$ cat src/rtl/ball_motion_if.sv
`default_nettype none
// ============================================================================
//  Module   : ball_motion_if
//  Brief    : Control/status bundle between game control and ball_motion_ctrl.
//  Revision : 1.0 - initial release
// ============================================================================
interface ball_motion_if #(
    parameter int W  = 10,
    parameter int VW = 4
) ();
    logic          start;
    logic          stop;
    logic          pause;
    logic [W-1:0]  init_x;
    logic [W-1:0]  init_y;
    logic [VW-1:0] init_vx;
    logic [VW-1:0] init_vy;
    logic [W-1:0]  pos_x;
    logic [W-1:0]  pos_y;
    logic [VW-1:0] vel_x;
    logic [VW-1:0] vel_y;
    logic          moving;
    logic          bounce_x;
    logic          bounce_y;

    modport master (
        output start, stop, pause, init_x, init_y, init_vx, init_vy,
        input  pos_x, pos_y, vel_x, vel_y, moving, bounce_x, bounce_y
    );

    modport slave (
        input  start, stop, pause, init_x, init_y, init_vx, init_vy,
        output pos_x, pos_y, vel_x, vel_y, moving, bounce_x, bounce_y
    );
endinterface
`default_nettype wire

$ cat src/rtl/ball_motion_ctrl.sv
`default_nettype none
// ============================================================================
//  Module   : ball_motion_ctrl
//  Brief    : Ball launch/advance/reflect sequencer, one update per frame tick.
//             Optional gravity on vel_y when BALL_GRAVITY_EN is defined.
//  Revision : 1.0 - initial release
// ============================================================================
module ball_motion_ctrl #(
    parameter int W        = 10,
    parameter int VW       = 4,
    parameter int X_MAX    = 639,
    parameter int Y_MAX    = 479,
    parameter int TICK_DIV = 833333,
    parameter int GRAV     = 1
) (
    input  wire          clk_50,
    input  wire          reset_n,
    ball_motion_if.slave bus
);
    localparam int             c_cnt_w   = $clog2(TICK_DIV);
    localparam logic [c_cnt_w-1:0] c_term = c_cnt_w'(TICK_DIV - 1);
    localparam logic [W-1:0]   c_x_max   = W'(X_MAX);
    localparam logic [W-1:0]   c_y_max   = W'(Y_MAX);
    localparam logic [VW-1:0]  c_vel_min = {1'b1, {(VW-1){1'b0}}};
    localparam logic [VW-1:0]  c_vel_max = {1'b0, {(VW-1){1'b1}}};

    typedef enum logic [1:0] {
        S_IDLE   = 2'd0,
        S_LOAD   = 2'd1,
        S_RUN    = 2'd2,
        S_PAUSED = 2'd3
    } state_t;

    typedef struct packed {
        logic [W-1:0]  pos;
        logic [VW-1:0] vel;
        logic          bounce;
    } axis_t;

    // The most negative velocity has no positive twin; clamp instead of wrapping.
    function automatic logic [VW-1:0] f_neg_sat(input logic [VW-1:0] v);
        return (v == c_vel_min) ? c_vel_max : (~v + 1'b1);
    endfunction

    function automatic axis_t f_axis(input logic [W-1:0]  pos,
                                     input logic [VW-1:0] vel,
                                     input logic [W-1:0]  lim);
        logic signed [W+1:0] n;
        axis_t               a;
        n        = $signed({2'b00, pos}) + $signed({{(W+2-VW){vel[VW-1]}}, vel});
        a.pos    = n[W-1:0];
        a.vel    = vel;
        a.bounce = 1'b0;
        if (n[W+1]) begin
            a.pos    = '0;
            a.vel    = f_neg_sat(vel);
            a.bounce = 1'b1;
        end else if (n[W:0] > {1'b0, lim}) begin
            a.pos    = lim;
            a.vel    = f_neg_sat(vel);
            a.bounce = 1'b1;
        end
        return a;
    endfunction

`ifdef BALL_GRAVITY_EN
    localparam logic signed [VW+1:0] c_grav        = (VW+2)'(GRAV);
    localparam logic signed [VW+1:0] c_vel_max_ext = {2'b00, c_vel_max};

    function automatic logic [VW-1:0] f_gravity(input logic [VW-1:0] v);
        logic signed [VW+1:0] s;
        s = $signed({{2{v[VW-1]}}, v}) + c_grav;
        return (s > c_vel_max_ext) ? c_vel_max : s[VW-1:0];
    endfunction
`endif

    state_t               r_state, w_state_nxt;
    logic [c_cnt_w-1:0]   r_cnt, w_cnt_nxt;
    logic [W-1:0]         r_pos_x, r_pos_y, w_pos_x_nxt, w_pos_y_nxt;
    logic [VW-1:0]        r_vel_x, r_vel_y, w_vel_x_nxt, w_vel_y_nxt;
    logic                 r_bounce_x, r_bounce_y, w_bounce_x_nxt, w_bounce_y_nxt;
    axis_t                w_ax, w_ay;

    assign w_ax = f_axis(r_pos_x, r_vel_x, c_x_max);
    assign w_ay = f_axis(r_pos_y, r_vel_y, c_y_max);

    always_ff @(posedge clk_50 or negedge reset_n) begin
        if (!reset_n) begin
            r_state    <= S_IDLE;
            r_cnt      <= '0;
            r_pos_x    <= '0;
            r_pos_y    <= '0;
            r_vel_x    <= '0;
            r_vel_y    <= '0;
            r_bounce_x <= 1'b0;
            r_bounce_y <= 1'b0;
        end else begin
            r_state    <= w_state_nxt;
            r_cnt      <= w_cnt_nxt;
            r_pos_x    <= w_pos_x_nxt;
            r_pos_y    <= w_pos_y_nxt;
            r_vel_x    <= w_vel_x_nxt;
            r_vel_y    <= w_vel_y_nxt;
            r_bounce_x <= w_bounce_x_nxt;
            r_bounce_y <= w_bounce_y_nxt;
        end
    end

    // stop beats pause beats tick; stop/pause cycles leave the count untouched.
    always_comb begin
        w_state_nxt    = r_state;
        w_cnt_nxt      = r_cnt;
        w_pos_x_nxt    = r_pos_x;
        w_pos_y_nxt    = r_pos_y;
        w_vel_x_nxt    = r_vel_x;
        w_vel_y_nxt    = r_vel_y;
        w_bounce_x_nxt = 1'b0;
        w_bounce_y_nxt = 1'b0;
        case (r_state)
            S_IDLE: begin
                if (bus.start && !bus.stop) w_state_nxt = S_LOAD;
            end
            S_LOAD: begin
                w_pos_x_nxt = bus.init_x;
                w_pos_y_nxt = bus.init_y;
                w_vel_x_nxt = bus.init_vx;
                w_vel_y_nxt = bus.init_vy;
                w_cnt_nxt   = '0;
                w_state_nxt = bus.stop ? S_IDLE : S_RUN;
            end
            S_RUN: begin
                if (bus.stop) begin
                    w_state_nxt = S_IDLE;
                end else if (bus.pause) begin
                    w_state_nxt = S_PAUSED;
                end else if (r_cnt == c_term) begin
                    w_cnt_nxt      = '0;
                    w_pos_x_nxt    = w_ax.pos;
                    w_vel_x_nxt    = w_ax.vel;
                    w_bounce_x_nxt = w_ax.bounce;
                    w_pos_y_nxt    = w_ay.pos;
                    w_bounce_y_nxt = w_ay.bounce;
`ifdef BALL_GRAVITY_EN
                    w_vel_y_nxt    = f_gravity(w_ay.vel);
`else
                    w_vel_y_nxt    = w_ay.vel;
`endif
                end else begin
                    w_cnt_nxt = r_cnt + 1'b1;
                end
            end
            S_PAUSED: begin
                if (bus.stop)        w_state_nxt = S_IDLE;
                else if (!bus.pause) w_state_nxt = S_RUN;
            end
        endcase
    end

    assign bus.pos_x    = r_pos_x;
    assign bus.pos_y    = r_pos_y;
    assign bus.vel_x    = r_vel_x;
    assign bus.vel_y    = r_vel_y;
    assign bus.bounce_x = r_bounce_x;
    assign bus.bounce_y = r_bounce_y;
    assign bus.moving   = (r_state == S_RUN) || (r_state == S_PAUSED);

endmodule
`default_nettype wire
$ cat src/flat_wrapper.sv
// flat-port wrapper written by rule: the top's interface ports become plain ports
module ball_motion_ctrl_flat 
#(
    parameter int W        = 10,
    parameter int VW       = 4,
    parameter int X_MAX    = 639,
    parameter int Y_MAX    = 479,
    parameter int TICK_DIV = 833333,
    parameter int GRAV     = 1
)
  (clk_50, reset_n, bus_start, bus_stop, bus_pause, bus_init_x, bus_init_y, bus_init_vx, bus_init_vy, bus_pos_x, bus_pos_y, bus_vel_x, bus_vel_y, bus_moving, bus_bounce_x, bus_bounce_y);
  ball_motion_if #(.W(W), .VW(VW)) bus_i ();
  input  wire clk_50;
  input  wire reset_n;
  input wire logic [$bits(bus_i.start)-1:0] bus_start;
  input wire logic [$bits(bus_i.stop)-1:0] bus_stop;
  input wire logic [$bits(bus_i.pause)-1:0] bus_pause;
  input wire logic [$bits(bus_i.init_x)-1:0] bus_init_x;
  input wire logic [$bits(bus_i.init_y)-1:0] bus_init_y;
  input wire logic [$bits(bus_i.init_vx)-1:0] bus_init_vx;
  input wire logic [$bits(bus_i.init_vy)-1:0] bus_init_vy;
  output wire logic [$bits(bus_i.pos_x)-1:0] bus_pos_x;
  output wire logic [$bits(bus_i.pos_y)-1:0] bus_pos_y;
  output wire logic [$bits(bus_i.vel_x)-1:0] bus_vel_x;
  output wire logic [$bits(bus_i.vel_y)-1:0] bus_vel_y;
  output wire logic [$bits(bus_i.moving)-1:0] bus_moving;
  output wire logic [$bits(bus_i.bounce_x)-1:0] bus_bounce_x;
  output wire logic [$bits(bus_i.bounce_y)-1:0] bus_bounce_y;
  assign bus_i.start = bus_start;
  assign bus_i.stop = bus_stop;
  assign bus_i.pause = bus_pause;
  assign bus_i.init_x = bus_init_x;
  assign bus_i.init_y = bus_init_y;
  assign bus_i.init_vx = bus_init_vx;
  assign bus_i.init_vy = bus_init_vy;
  assign bus_pos_x = bus_i.pos_x;
  assign bus_pos_y = bus_i.pos_y;
  assign bus_vel_x = bus_i.vel_x;
  assign bus_vel_y = bus_i.vel_y;
  assign bus_moving = bus_i.moving;
  assign bus_bounce_x = bus_i.bounce_x;
  assign bus_bounce_y = bus_i.bounce_y;
  ball_motion_ctrl #(.W(W), .VW(VW), .X_MAX(X_MAX), .Y_MAX(Y_MAX), .TICK_DIV(TICK_DIV), .GRAV(GRAV)) u_core (.clk_50(clk_50), .reset_n(reset_n), .bus(bus_i));
endmodule
$ cat config.mk
export PLATFORM = sky130hd
export DESIGN_NAME = ball_motion_ctrl_flat
export DESIGN_NICKNAME = d
export VERILOG_FILES = /design/src/rtl/ball_motion_if.sv /design/src/rtl/ball_motion_ctrl.sv /design/src/flat_wrapper.sv
export SDC_FILE = /design/constraint.sdc
export NUM_CORES = 1
export LEC_CHECK = 0
export CORE_MARGIN = 5
export CORE_UTILIZATION = 54
export DETAILED_ROUTE_END_ITERATION = 8
export PLACE_DENSITY_LB_ADDON = 0.3
export SYNTH_ARGS = -nofsm -noshare
export SYNTH_HDL_FRONTEND = slang
export SYNTH_SLANG_ARGS = --single-unit
$ cat constraint.sdc
create_clock -name clk_50 -period 3.06 [get_ports clk_50]
set_input_delay 0.765 -clock clk_50 [delete_from_list [all_inputs] [get_ports clk_50]]
set_output_delay 0.765 -clock clk_50 [all_outputs]
set_load 0.02 [all_outputs]
==> After elaboration in Yosys (flattened, before gate mapping) <==
Cells that the tools add are included.
W data, S select, Z words.
{ "totals": {"in_bits": 33, "elab_cells": 82, "ff_bits": 52} }
{ "classes": {"reduce_logical": 10, "eq_ne": 14, "n_bitwise": 2, "order_cmp": 2, "add_sub_neg": 5, "mux": 41} }
{ "op_table": {"columns": ["operator", "count"], "rows": [
  ["$mux W10", 6],
  ["$mux W15", 4],
  ["$mux W20", 3],
  ["$pmux W10 S2", 2],
  ["$pmux W20 S2", 1],
  ["$mux W4", 8],
  ["$add A11 B4 Y12", 2],
  ["$add A20 B1 Y20 const B", 1],
  ["$eq A20 B20 Y1 const B", 1],
  ["$pmux W4 S2", 2],
  ["$mux W2", 6],
  ["$gt A11 B10 Y1 const B", 1],
  ["$gt A11 B9 Y1 const B", 1],
  ["$reduce_and A5 Y1", 2],
  ["$add A4 B1 Y4 const B", 2],
  ["$eq A4 B4 Y1 const B", 2],
  ["$mux W1", 8],
  ["$not A4 Y4", 2],
  ["$pmux W2 S4", 1],
  ["$ne A3 B1 Y1 const B", 2],
  ["$ne A3 B3 Y1 const B", 2],
  ["$reduce_and A3 Y1", 2],
  ["$eq A2 B2 Y1 const B", 2],
  ["$ne A2 B1 Y1 const B", 2],
  ["8 further kinds", 9]
]} }

==> Longest topological paths before layout <==
Gate-level depths: netlist of run 1.
{ "depth": {"word_depth": 9, "ltp_mapped": 10} }

==> Worst setup path before layout of run 1 <==
No wires, ideal clock.
{ "synth_path": {"path_type": "reg2reg", "start": "register u_core.r_vel_x[3] (netlist: u_core.bus.vel_x[3])", "end": "register u_core.r_pos_x[2] (netlist: u_core.bus.pos_x[2])", "arrival_ns": 2.677, "required_time_ns": 2.934, "setup_ns": 0.126, "path_stages_with_launch": 10, "synth_period_minus_slack_ns": 2.803, "slack_ns": 0.257, "path_buffers": 1, "path_cell_list": "dfrtp_1 -> ha_1 -> nand4_1 -> or4_4 -> nand2_1 -> or3_1 -> a22o_1 -> clkbuf_1 -> nand3_1 -> a221o_1"} }
{ "synth_via": {"elab_chain_len": 8} }
{ "synth_rtl": {"columns": ["element", "line_no", "rtl"], "rows": [
  ["start: declaration", "ball_motion_ctrl.sv:80", "logic [VW-1:0] r_vel_x, r_vel_y, w_vel_x_nxt, w_vel_y_nxt;"],
  ["start signal: assignment", "ball_motion_ctrl.sv:102", "r_vel_x <= w_vel_x_nxt;"],
  ["$add A11 B4 Y12 *", "ball_motion_ctrl.sv:50", "n = $signed({2'b00, pos}) + $signed({{(W+2-VW){vel[VW-1]}}, vel});"],
  ["$gt A11 B10 Y1", "ball_motion_ctrl.sv:58", "end else if (n[W:0] > {1'b0, lim}) begin"],
  ["$mux W15", "ball_motion_ctrl.sv:58", null],
  ["$mux W15 *", "ball_motion_ctrl.sv:54", "if (n[W+1]) begin"],
  ["$mux W10 *", "ball_motion_ctrl.sv:136", "end else if (r_cnt == c_term) begin"],
  ["$mux W10 *", "ball_motion_ctrl.sv:134", "end else if (bus.pause) begin"],
  ["$mux W10 *", "ball_motion_ctrl.sv:132", "if (bus.stop) begin"],
  ["$pmux W10 S2 *", "ball_motion_ctrl.sv:119", "case (r_state)"],
  ["end signal: assignment", "ball_motion_ctrl.sv:100", "r_pos_x <= w_pos_x_nxt;"],
  ["end: declaration", "ball_motion_ctrl.sv:79", "logic [W-1:0] r_pos_x, r_pos_y, w_pos_x_nxt, w_pos_y_nxt;"]
]} }
Every way passes the cells marked *; elsewhere a longest branch is shown, timed or not. The select of a mux whose other input is x is not followed.
A chain may end at the register's enable or synchronous reset.

==> Worst setup path in the final report of run 1 <==
{ "layout_path": {"start": "register u_core.r_vel_y[3] (netlist: u_core.bus.vel_y[3])", "end": "register u_core.r_vel_y[2] (netlist: u_core.bus.vel_y[2])"} }
{ "layout_via": {"elab_chain_len": 8, "elab_cells_between_ends": 12, "classes_between": "1 x add/sub; 1 x order compare; 2 x eq/ne; 7 x mux; 1 x reduce/logical"} }
{ "layout_rtl": {"columns": ["element", "line_no", "rtl"], "rows": [
  ["start: declaration", "ball_motion_ctrl.sv:80", null],
  ["start signal: assignment", "ball_motion_ctrl.sv:103", "r_vel_y <= w_vel_y_nxt;"],
  ["branches (longest 8 deep; another with $add A11 B4 Y12)", null, null]
]} }
Several ways; the timed one is not identified. The select of a mux whose other input is x is not followed.

==> flow_summary.toml, run 1 <==
[grt]
grt_pass1_wl_um = 17990
grt_pass1_vias = 3798
grt_max_degree = 28
grtUsageTotal_pct = 25.02
gr-total-overflow = 0
antenna_found_initial = 0

[routing]
met3WireLength_um = 772
wirelength_met1_um = 4597
wl_um = 10880
drtPass1Iterations = 5
drcViolationCount = 0
met2WireLength_um = 5380
post_drt_via_cell_ratio = 6.065
antenna_left = 0
wl_per_cell_um = 16.82
dr.first_iter.drc_count = 244
highest_layer = "met4"
routed-via-count = 3924

[cells_and_area]
drive_above_1_share_pct = 10.04
antenna_cells = 0
area_delta_synth_final_pct = 27.16
layout.cells.non_filler = 647
num-nets-final = 608
final_cell_area_mm2 = 0.004985
final_common_cell = "clkdlybuf4s50_1"
final_cell_mix = "clkdlybuf4s50_1, nor2_1, dfrtp_1, a21oi_1, nand2_1"

[status]
status = "complete, no violations"

[pwr]
p_switching_mw = 2.447
p_leak_nw = 2.133
p_int_mw = 2.604
power.share.clock_pct = 9.8
p_comb_share_pct = 70.2
p_seq_share_pct = 20.0
peakVddDrop_v = 0.0004973
switching_share_pct = 48.45
p_per_area_mw_per_mm2 = 1013

[timing]
period_minus_slack_ps = 2967
worst_pin_slew_ps = 634.0
finalCritPeriodShare_pct = 96.96
finalClockSkew_ps = 8.817
hold_viol = 0
drv_slew = 0
hold_ws_ps = 456.8
clock.fmax_mhz = 337.0
slew_headroom_pct = 57.73
setup_violations = 0
worst_slack_ps = 92.98

[floorplan]
die-area_mm2 = 0.009063
coreArea_mm2 = 0.007176
die_w_um = 95.20
num_io_pins = 64
initial_utilization_pct = 54.63
rows = 31
die_h_um = 95.20

[worst_setup_path]
critPathKind = "reg2reg"
crit_fanout = 11
end_kind = "register"
start_kind = "register"
required_ps = 3280
arrival_ps = 3190

[clock_network]
postCtsSetupBuffers = 0
clk_path_buf_depth = 2
numClockSinks = 52
clk_pin_slew_worst_paths_ps = 100
htreeDepth = 2
cts-buffers-inserted = 5
cts_tree = "yes"
clock_latency_ps = 320
hold_buffers = 0
clockRootBuffer = "clkbuf_8"

[yosys]
synth-seq-cells = 52
yosysWarnings = 0
ys.flop_type = "dfrtp_1"
synth_area_mm2 = 0.003920
syn_area_per_cell_um2 = 8.412
ys_seq_area_share_pct = 33.20
synth-edff-count = 0
syn_inst = 466
yosysUniqueCellTypes = 64
synth.net_count = 527
async_flop_share_pct = 100.0

[flow_run]
max_cap_viol_count = 0

[placement]
io_buffers = 63
hpwl_um = 8308
post_dp_cell_area_mm2 = 0.004848
dp.cells = 639
pre_cts_ws_ps = 12.40
globalplace.congestion = 0.9033

[hold_path]
hold_path_class = "in2async"
power groups by stage:
stage	logic (mW)	clock network [mW]	registers, mW
2_1_floorplan	2.09	0	1.18
5_1_grt	3.88	0.535	1.04
4_1_cts	3.44	0.506	1.01
3_3_place_gp	3.30	0	1.01
3_5_place_dp	3.41	0	1.02
6_report	3.55	0.494	1.01
final cells by class:
type                    count  area, um^2
multi-input cells         373        2476
flip-flops and latches     52        1303
fillers                   573        2191
inverters                  20       75.07
clock inverters             3       47.55
repair buffers             95       890.9
well taps                  99       123.9
clock buffers               5       68.82
critical path, stage by stage (launching register included):
cell and delay [ps]:
dfrtp_2 500, ha_1 380, a21o_1 180, a221o_1 410, a31oi_1 260, and3_1 190, a21oi_1 60, buf_4 190
o41a_1 440, a221oi_1 270
registers in the layout, summed over array words and instances, names as in the netlist:
register             cells
u_core.bus.bounce_x      1
u_core.bus.bounce_y      1
u_core.bus.pos_x        10
u_core.bus.pos_y        10
u_core.bus.vel_x         4
u_core.bus.vel_y         4
u_core.r_cnt            20
u_core.r_state           2
logic make-up (layout without fill, tap and decap cells):
group	Yosys count	count (layout)	share of synthesized area (%)
compound gates	139	139	23.40
mux	1	1	0.2554
buf+inv	41	123	4.213
simple gates	173	173	22.47
fa+ha+maj	28	28	9.320
xor+xnor	32	32	7.150
flops	52	52	33.20
cell usage after synthesis, drive strengths merged, types with 2 or more instances:
| library cell | count | area, um^2 |
|---|---|---|
| a211o | 3 | 26.28 |
| a211oi | 6 | 60.06 |
| a21o | 6 | 45.04 |
| a21oi | 47 | 235.2 |
| a221o | 3 | 30.03 |
| a221oi | 3 | 26.28 |
| a22oi | 3 | 22.52 |
| a31o | 7 | 61.31 |
| a31oi | 4 | 25.02 |
| a32oi | 6 | 52.55 |
| and2 | 2 | 12.51 |
| and3 | 12 | 75.07 |
| buf | 7 | 37.54 |
| clkbuf | 14 | 52.55 |
| dfrtp | 52 | 1301 |
| fa | 2 | 40.04 |
| ha | 26 | 325.3 |
| inv | 20 | 75.07 |
| nand2 | 32 | 122.6 |
| nand2b | 7 | 43.79 |
| nand3 | 11 | 55.05 |
| nand3b | 4 | 30.03 |
| nand4 | 10 | 62.56 |
| nor2 | 56 | 212.7 |
| nor3 | 16 | 80.08 |
| nor3b | 4 | 35.03 |
| nor4 | 3 | 18.77 |
| nor4bb | 2 | 20.02 |
| o21a | 2 | 15.01 |
| o21ai | 30 | 150.1 |
| o21bai | 2 | 15.01 |
| o22ai | 3 | 18.77 |
| o31ai | 2 | 15.01 |
| or3 | 4 | 25.02 |
| or4 | 3 | 30.03 |
| or4b | 2 | 20.02 |
| xnor2 | 11 | 96.34 |
| xor2 | 21 | 183.9 |
path summary, 6_finish.rpt:
path,from,endpoint,slack [ps],cells after the start
setup / recovery,u_core.bus.vel_y[3]$_DFFE_PN0P_,u_core.bus.vel_y[2]$_DFFE_PN0P_,90,9
hold / removal,reset_n,u_core.bus.pos_x[4]$_DFFE_PN0P_,460,1
setup reg to reg,u_core.bus.vel_y[3]$_DFFE_PN0P_,u_core.bus.vel_y[2]$_DFFE_PN0P_,90,9
hold reg to reg,u_core.bus.pos_y[0]$_DFFE_PN0P_,u_core.bus.pos_y[0]$_DFFE_PN0P_,550,2
max in group asynchronous,reset_n,u_core.r_cnt[8]$_DFFE_PN0P_,2030,2
min in group clk_50,u_core.bus.pos_y[0]$_DFFE_PN0P_,u_core.bus.pos_y[0]$_DFFE_PN0P_,550,2
per-layer routing:
metal,GRT usage [%],vias up
li1,-,1867
met1,32.53,1887
met2,44.20,155
met3,4.262,15
met4,4.087,0
met5,0,-
per-stage QoR:
stage / utilization, % / power, mW / setup TNS (ps)
after floorplan: - / 3.272 / 0
after global placement: 67.57 / 4.313 / 0
after detailed placement: 67.57 / 4.436 / 0
after CTS: 69.19 / 4.951 / 0
after global routing: 69.47 / 5.453 / -20.58
final: 69.47 / 5.051 / 0
what timing repair did:
action | in CTS | in global routing
endpoints found under the setup margin | 0 | 10
gates resized for setup | 0 | 5
endpoints found under the hold margin | 0 | 0
(Power assumes the default switching activity.)
==> run 2, diff against run 1 <==
--- a/config.mk
+++ b/config.mk
@@ -5,6 +5,7 @@
 export SDC_FILE = /design/constraint.sdc
 export NUM_CORES = 1
 export LEC_CHECK = 0
+export CORE_ASPECT_RATIO = 0.5
 export CORE_MARGIN = 5
 export CORE_UTILIZATION = 54
 export DETAILED_ROUTE_END_ITERATION = 8
==> run 2 against run 1 <==
Count of clock-buffer cells in the layout increased by 1. Critical path type unchanged. Maximum frequency increased by 2.2%. Sequential cell count unchanged. Largest cell class unchanged. Core utilization increased by 2.7 points.
==> flow_summary.toml, run 2 (synthesis gave the netlist of run 1 again) <==
[worst_setup_path]
required_ps = 3280
ff2ff_setup_slack_ps = 160
critPathKind = "reg2reg"
critPathLaunch = "u_core.bus.vel_x[3]$_DFFE_PN0P_"
end_kind = "register"
crit_fanout = 13
reg2reg_from = "u_core.bus.vel_x[3]$_DFFE_PN0P_"
arrival_ps = 3120
reg2reg_depth = 8
start_kind = "register"

[routing]
dr.first_iter.drc_count = 417
drtPass1Iterations = 5
routed-via-count = 3874
antenna_left = 0
post_drt_via_cell_ratio = 6.101
drcViolationCount = 0
wl_um = 11350
wl_per_cell_um = 17.88

[clock_network]
cts-buffers-inserted = 5
clk_pin_slew_worst_paths_ps = 70
clock_latency_ps = 290
cts_tree = "yes"
postCtsSetupBuffers = 0
numClockSinks = 52
htreeDepth = 2
clockRootBuffer = "clkbuf_16"
clk_path_buf_depth = 2

[cells_and_area]
area_delta_synth_final_pct = 26.30
drive_above_1_share_pct = 9.392
num-nets-final = 603
antenna_cells = 0
final_common_cell = "clkdlybuf4s50_1"
fillers = 539
final_cell_mix = "clkdlybuf4s50_1, nor2_1, dfrtp_1, a21oi_1, nand2_1"
regMostFlops = "u_core.r_cnt"
largest_reg_flops = 20
postLayoutCoreUtil_pct = 72.19

[grt]
grtUsageMet3_pct = 5.484
grt_pass1_wl_um = 18430
gr-total-overflow = 0
grt_pass1_vias = 3693
grt_use_met2_pct = 40.54
antenna_found_initial = 0
grt-busiest-layer = "met2"
grtUsageTotal_pct = 25.31
grt_max_degree = 22
grt_use_met1_pct = 34.76

[timing]
fin_setup_tns_ps = 0
period_minus_slack_ps = 2903
hold_viol = 0
clock.fmax_mhz = 344.5
drv_slew = 0
setup_violations = 0
finalCritPeriodShare_pct = 94.87
finalClockSkew_ps = 5.329
slew_headroom_pct = 65.96
worst_slack_ps = 157.1
worst_pin_slew_ps = 510.6
rsz0062_at_grt = "false"

[pwr]
p_per_area_mw_per_mm2 = 1026
p_leak_nw = 2.115
peakVddDrop_v = 0.0008500

[placement]
hpwl_um = 8537
pre_cts_ws_ps = 9.592
globalplace.congestion = 0.8613
io_buffers = 63

[status]
status = "complete, no violations"

[floorplan]
die_h_um = 70.25
initial_utilization_pct = 57.16
rows = 21
die-area_mm2 = 0.009166
coreArea_mm2 = 0.006858
num_io_pins = 64
die_w_um = 130.5

[hold_path]
hold_path_class = "in2async"

[flow_run]
max_cap_viol_count = 0
## run 2: cell types whose count changed in the layout (fill, tap and decap cells not counted), sizes merged
cell / change
buf: -5
bufinv: -1
clkbuf: +1
## run 2: repair_timing
item / CTS / global route
hold buffers: 0 / 0
setup endpoints to repair: 0 / 24
resized for setup: 0 / 7
## run 2: cell type report
type	count	area, um^2	share of cell area, %
multi-input cells	373	2481	50.11
flip-flops and latches	52	1303	26.31
repair buffers	90	828.3	16.73
clock buffers	6	138.9	2.805
well taps	92	115.1	2.325
inverters	20	75.07	1.516
clock inverters	2	10.01	0.2022
## run 2: final timing paths
| kind | to |
|---|---|
| max in group asynchronous | u_core.bus.pos_y[2]$_DFFE_PN0P_ |
| max | u_core.bus.pos_x[8]$_DFFE_PN0P_ |
| max reg2reg | u_core.bus.pos_x[8]$_DFFE_PN0P_ |
| min | u_core.bus.vel_x[0]$_DFFE_PN0P_ |
| min reg2reg | u_core.r_cnt[0]$_DFFE_PN0P_ |
| min in group clk_50 | u_core.r_cnt[0]$_DFFE_PN0P_ |
## run 2: worst max-delay path, stage by stage, from the launching register on
cell	delay, ps
dfrtp_2	510
ha_1	420
a21oi_1	280
o21ai_0	240
a311o_1	440
a211oi_4	270
nand3_1	200
or3_1	340
a21oi_1	130
## run 2: power by group
part | internal (mW) | total [mW] | switching, mW
Sequential | 0.831 | 1.04 | 0.210
Clock | 0.323 | 0.569 | 0.246
Combinational | 1.48 | 3.47 | 2.00
Total | 2.63 | 5.08 | 2.45
## run 2: per-stage QoR
| stage | hold slack (ps) | power [mW] | std cells | cell area (um^2) |
|---|---|---|---|---|
| 3_5_place_dp | 528.2 | 4.386 | 627 | 4777 |
| 2_1_floorplan | 469.4 | 3.272 | 466 | 3920 |
| 4_1_cts | 361.9 | 4.976 | 635 | 4926 |
| 5_1_grt | 368.8 | 5.463 | 635 | 4951 |
| 3_3_place_gp | 506.6 | 4.311 | 627 | 4777 |
| 6_report | 355.5 | 5.082 | 635 | 4951 |
## run 2: routing by layer
layer / share of wire (%) / vias up
met5: 0 / -
met4: 1.1 / 0
met3: 7.0 / 15
met2: 48 / 144
met1: 44 / 1844
li1: - / 1871
==> RTL edit 1 (config.mk and constraints of run 1) <==
Build with the macro `BALL_GRAVITY_EN` defined.
--- a/src/rtl/ball_motion_ctrl.sv
+++ b/src/rtl/ball_motion_ctrl.sv
@@ -5,6 +5,8 @@
 //             Optional gravity on vel_y when BALL_GRAVITY_EN is defined.
 //  Revision : 1.0 - initial release
 // ============================================================================
+`define BALL_GRAVITY_EN
+
 module ball_motion_ctrl #(
     parameter int W        = 10,
     parameter int VW       = 4,
Behaviour: same outputs for any inputs over 10 cycles, from zero or initial values and one cycle with reset_n low; that may be too few to reach the edited logic, so the function may still have changed.
==> RTL edit 1 against run 1 <==
The run now ends with setup timing left. Non-clock buffer count grew 41. First-iteration DRC count grew 11%. Synthesized area grew 5.3%. Count of clock-buffer cells in the layout is the same. Wire length grew 21%. Global-route usage grew 0.65 points. Combinational power grew 58%. Die area grew 4.7%. Power grew 39%. Final area grew 15%. Utilization grew 8.4 points. Sequential cell count is the same. Setup slack lost 0.28 ns. Critical endpoint is now u_core.bus.vel_y[0].
==> RTL edit 1: results (changes against run 1) <==
[cells_and_area]
buf_share_pct = 21.08  ; +3.2 points
area_delta_synth_final_pct = 38.36
seq_area_um2 = 1304  ; about the same
nonClockInverterCount = 18  ; -10%
flops_and_latches = 52  ; unchanged
nFillCells = 490  ; -14%
clock_area_share_pct = 1.666  ; -0.67 points
buffers = 136  ; +43%

[grt]
grt_first_pass_wirelength_um = 20570  ; +14%
use_met1_pct = 33.57  ; +1.0 points
grt_pass1_vias = 4321  ; +14%
global_route.usage.met2_pct = 43.54  ; -0.66 points
grtUsageMet3_pct = 4.092  ; -0.17 points

[drt]
wirelength_met1_um = 5455  ; +19%
wl_um = 13120  ; +21%
vias_per_cell = 6.216  ; +2.5%
wl_met3_um = 857  ; +11%
dr_total_vias = 4550  ; +16%

[sta]
holdWs_ns = 0.4022  ; -0.05456 ns
worst_slack_ns = -0.1907  ; -0.2836 ns
clock_skew_ns = 0.008194  ; -0.0006230 ns
fin_tns_setup_ns = -0.5221  ; -0.5221 ns
setup_viol_count_final = 5  ; +5

[placed_design]
hpwl_um = 9357  ; +13%
pre_cts_slack_ns = -0.1733  ; -0.1857 ns

[power_and_ir_drop]
power_frac_clock_pct = 6.1  ; -3.7 points

[clock_tree]
postCtsSetupRepairBufs = 4  ; +4
post_cts_resized = 11  ; +11

[status]
status = finished with violations
violations = setup timing

[logic_synthesis]
synth_area_per_cell_um2 = 8.075  ; -4.0%

[worst_setup_path]
critPathArrivalTime_ns = 3.44  ; +0.25 ns

[RTL edit 1: changes by cell type in the layout (fill, tap and decap cells not counted), moves of 10 or more]
cell | run 1 | this run
a21oi_1 | 46 | 21
buf_4 | 30 | 71
o211ai_1 | 1 | 13
o21ai_1 | 13 | 3
nand3_1 | 11 | 28
nand2_1 | 31 | 52
[RTL edit 1: logic make-up after synthesis]
family | Yosys count | synth area share [%]
xor+xnor | 30 | 6.367
fa+ha+maj | 29 | 9.157
mux | 2 | 0.4852
buf+inv | 40 | 3.881
compound gates | 147 | 24.74
simple gates | 211 | 23.83
flops | 52 | 31.53
[RTL edit 1: worst max-delay path, cell delays in order, from the launching register on]
cell       delay [ns]
dfrtp_2          0.44
ha_4             0.17
fa_2             0.37
a211oi_2         0.20
o21bai_2         0.10
or4_1            0.42
mux2i_2          0.20
a221o_2          0.26
nand2_4          0.09
a31oi_4          0.20
inv_2            0.06
ha_4             0.17
a21boi_1         0.14
a2111oi_2        0.22
o22ai_1          0.10
==> RTL edit 2 (settings of run 1) <==
Without the edit above. The 4 states of `state_t` get a one-hot encoding in 4 bits.
--- a/src/rtl/ball_motion_ctrl.sv
+++ b/src/rtl/ball_motion_ctrl.sv
@@ -24,11 +24,11 @@
     localparam logic [VW-1:0]  c_vel_min = {1'b1, {(VW-1){1'b0}}};
     localparam logic [VW-1:0]  c_vel_max = {1'b0, {(VW-1){1'b1}}};
 
-    typedef enum logic [1:0] {
-        S_IDLE   = 2'd0,
-        S_LOAD   = 2'd1,
-        S_RUN    = 2'd2,
-        S_PAUSED = 2'd3
+    typedef enum logic [3:0] {
+        S_IDLE   = 4'b0001,
+        S_LOAD   = 4'b0010,
+        S_RUN    = 4'b0100,
+        S_PAUSED = 4'b1000
     } state_t;
 
     typedef struct packed {
Behaviour: same outputs for any inputs over 10 cycles, from zero or initial values and one cycle with reset_n low; not proved beyond that.
==> RTL edit 2 against run 1 <==
Final area up 2.4%. Setup slack got worse by 0.018 ns. Wire length down 1.5%. Synthesized area is 1.3% higher. Sequential cell count grew 2. Count of clock-buffer cells in the layout rose by 2. Clock skew is 0.0036 ns higher.
Power is left out: it rests on default switching activity, and per cell area and clock period it moved more than threefold.
==> RTL edit 2: results (changes against run 1) <==
[status]
status = finished clean

[sta]
holdWs_ns = 0.5412  ; +0.08444 ns
worst_pin_slew_ns = 0.7148  ; +0.08076 ns
clock_skew_ns = 0.01242  ; +0.003601 ns

[drt]
firstDrtPassIters = 4  ; -1
wl_um = 10720  ; -1.5%
drcViolationCount = 0  ; unchanged
vias_per_cell = 5.872  ; -3.2%
drt_iter0_drc = 193  ; -21%

[worst_setup_path]
worstPathMaxFanout = 7  ; -4
regToRegSetupSlack_ns = 0.07  ; -0.02 ns
timing.rr.end = u_core.bus.pos_x[0]
reg2reg_depth = 10  ; +1
r2r-start = u_core.bus.vel_x[0]

[grt]
grt_pass1_vias = 3927  ; +3.4%
grt_first_pass_wirelength_um = 17800  ; -1.1%
grt_use_total_pct = 24.34  ; -0.68 points
grt_start_max_net_pins = 55  ; +96%

[cells_and_area]
layout.nets = 635  ; +4.4%
regMostFlops = u_core.r_cnt
drive_above_1_share_pct = 11.48  ; +1.4 points

[logic_synthesis]
synth_area_leaders = dfrtp_1 (33%), ha_1 (8.2%), nor2_1 (5.9%), a21oi_1 (5.4%), xor2_1 (4.4%)
synth_nets = 544  ; +3.2%
synth.distinct_cells = 57  ; -11%
netlist.area_leader.share_pct = 33.39  ; +0.19 points
synthTopCellsByCount = nor2_1 (62), dfrtp_1 (53), nand2_1 (45)
seq_area_frac_synth_pct = 34.05  ; +0.85 points

[clock_tree]
clk_pin_slew_worst_paths_ns = 0.10  ; about the same

[placed_design]
place_congestion = 0.9306  ; +3.0%
pre_cts_slack_ns = -0.008501  ; -0.02090 ns
hpwl_um = 7820  ; -5.9%
dpl_cell_area_um2 = 4907  ; +1.2%

[worst_hold_path]
whs_path_depth = 2
hp-class = reg -> reg

RTL edit 2: cell types whose count changed after synthesis, moves of 6 or more:
| cell | change |
|---|---|
| buf_2 | -6 |
| o21ai_0 | +15 |
| a31oi_1 | +9 |
| o21ai_1 | -10 |
| nand2_1 | +14 |
| o211ai_1 | +8 |
| and3_1 | -6 |
| a31o_1 | -7 |
| nor2_1 | +7 |
RTL edit 2: routing by layer:
| layer | up-vias | GRT usage (%) | wire length, um |
|---|---|---|---|
| li1 | 1937 | - | - |
| met1 | 1904 | 31.22 | 4808 |
| met2 | 104 | 41.57 | 5304 |
| met3 | 13 | 4.066 | 461 |
| met4 | 0 | 8.175 | 142 |
| met5 | - | 0 | 0 |
RTL edit 2: through the flow:
step | TNS [ns] | instances | utilization, %
CTS | 0 | 671 | 69.88
detailed placement | -0.02374 | 660 | 68.02
global route | -0.1699 | 674 | 70.76
floorplan | 0 | 483 | -
global placement | 0 | 660 | 68.02
finish | 0 | 674 | 70.76
RTL edit 2: worst max-delay path by stage:
stage	from	end	slack, ns	cells past startpoint
3_5_place_dp	u_core.bus.vel_x[0]	u_core.bus.vel_x[3]	-0.009	10
4_1_cts	u_core.bus.pos_y[0]	u_core.bus.pos_y[0]	0.02	11
3_3_place_gp	bus_stop	u_core.r_cnt[17]	0.04	9
6_report	u_core.bus.vel_x[0]	u_core.bus.pos_x[0]	0.07	10
2_1_floorplan	u_core.bus.vel_x[0]	u_core.bus.vel_x[3]	0.06	11
5_1_grt	u_core.bus.vel_x[0]	u_core.bus.vel_x[3]	-0.07	10
RTL edit 2: final cells by class:
| cell class | count | area [um2] |
|---|---|---|
| fill | 584 | 2110 |
| timing repair buffer | 101 | 920.9 |
| multi-input combinational | 388 | 2510 |
| clock buffer | 7 | 76.32 |
| tap | 99 | 123.9 |
| clock inverter | 1 | 30.03 |
| inverter | 24 | 90.09 |
| sequential | 54 | 1354 |
RTL edit 2: cells by family (layout without fill, tap and decap cells):
group | after synthesis | in the layout | synth area share [%]
fa+ha+maj | 28 | 28 | 9.197
buf+inv | 41 | 133 | 4.063
mux | 2 | 2 | 0.5040
compound gates | 154 | 154 | 25.10
flops | 54 | 54 | 34.05
xor+xnor | 31 | 31 | 6.835
simple gates | 173 | 173 | 20.25
RTL edit 2: repair_timing:
| action | 4_1_cts | 5_1_grt |
|---|---|---|
| setup endpoints to repair | 3 | 21 |
| pin swaps | 4 | 4 |
| cloned | 0 | 0 |
| resized for setup | 2 | 10 |
| buffers inserted | 3 | 3 |
RTL edit 2: critical path: stages (launching register included):
cell and delay (ns):
dfrtp_2 0.42, ha_2 0.21, fa_2 0.36, a211o_1 0.34, a2111o_1 0.40, a311o_1 0.31, a22oi_2 0.21, o21ai_4 0.13
buf_4 0.17, o21ai_0 0.18, a31oi_1 0.12
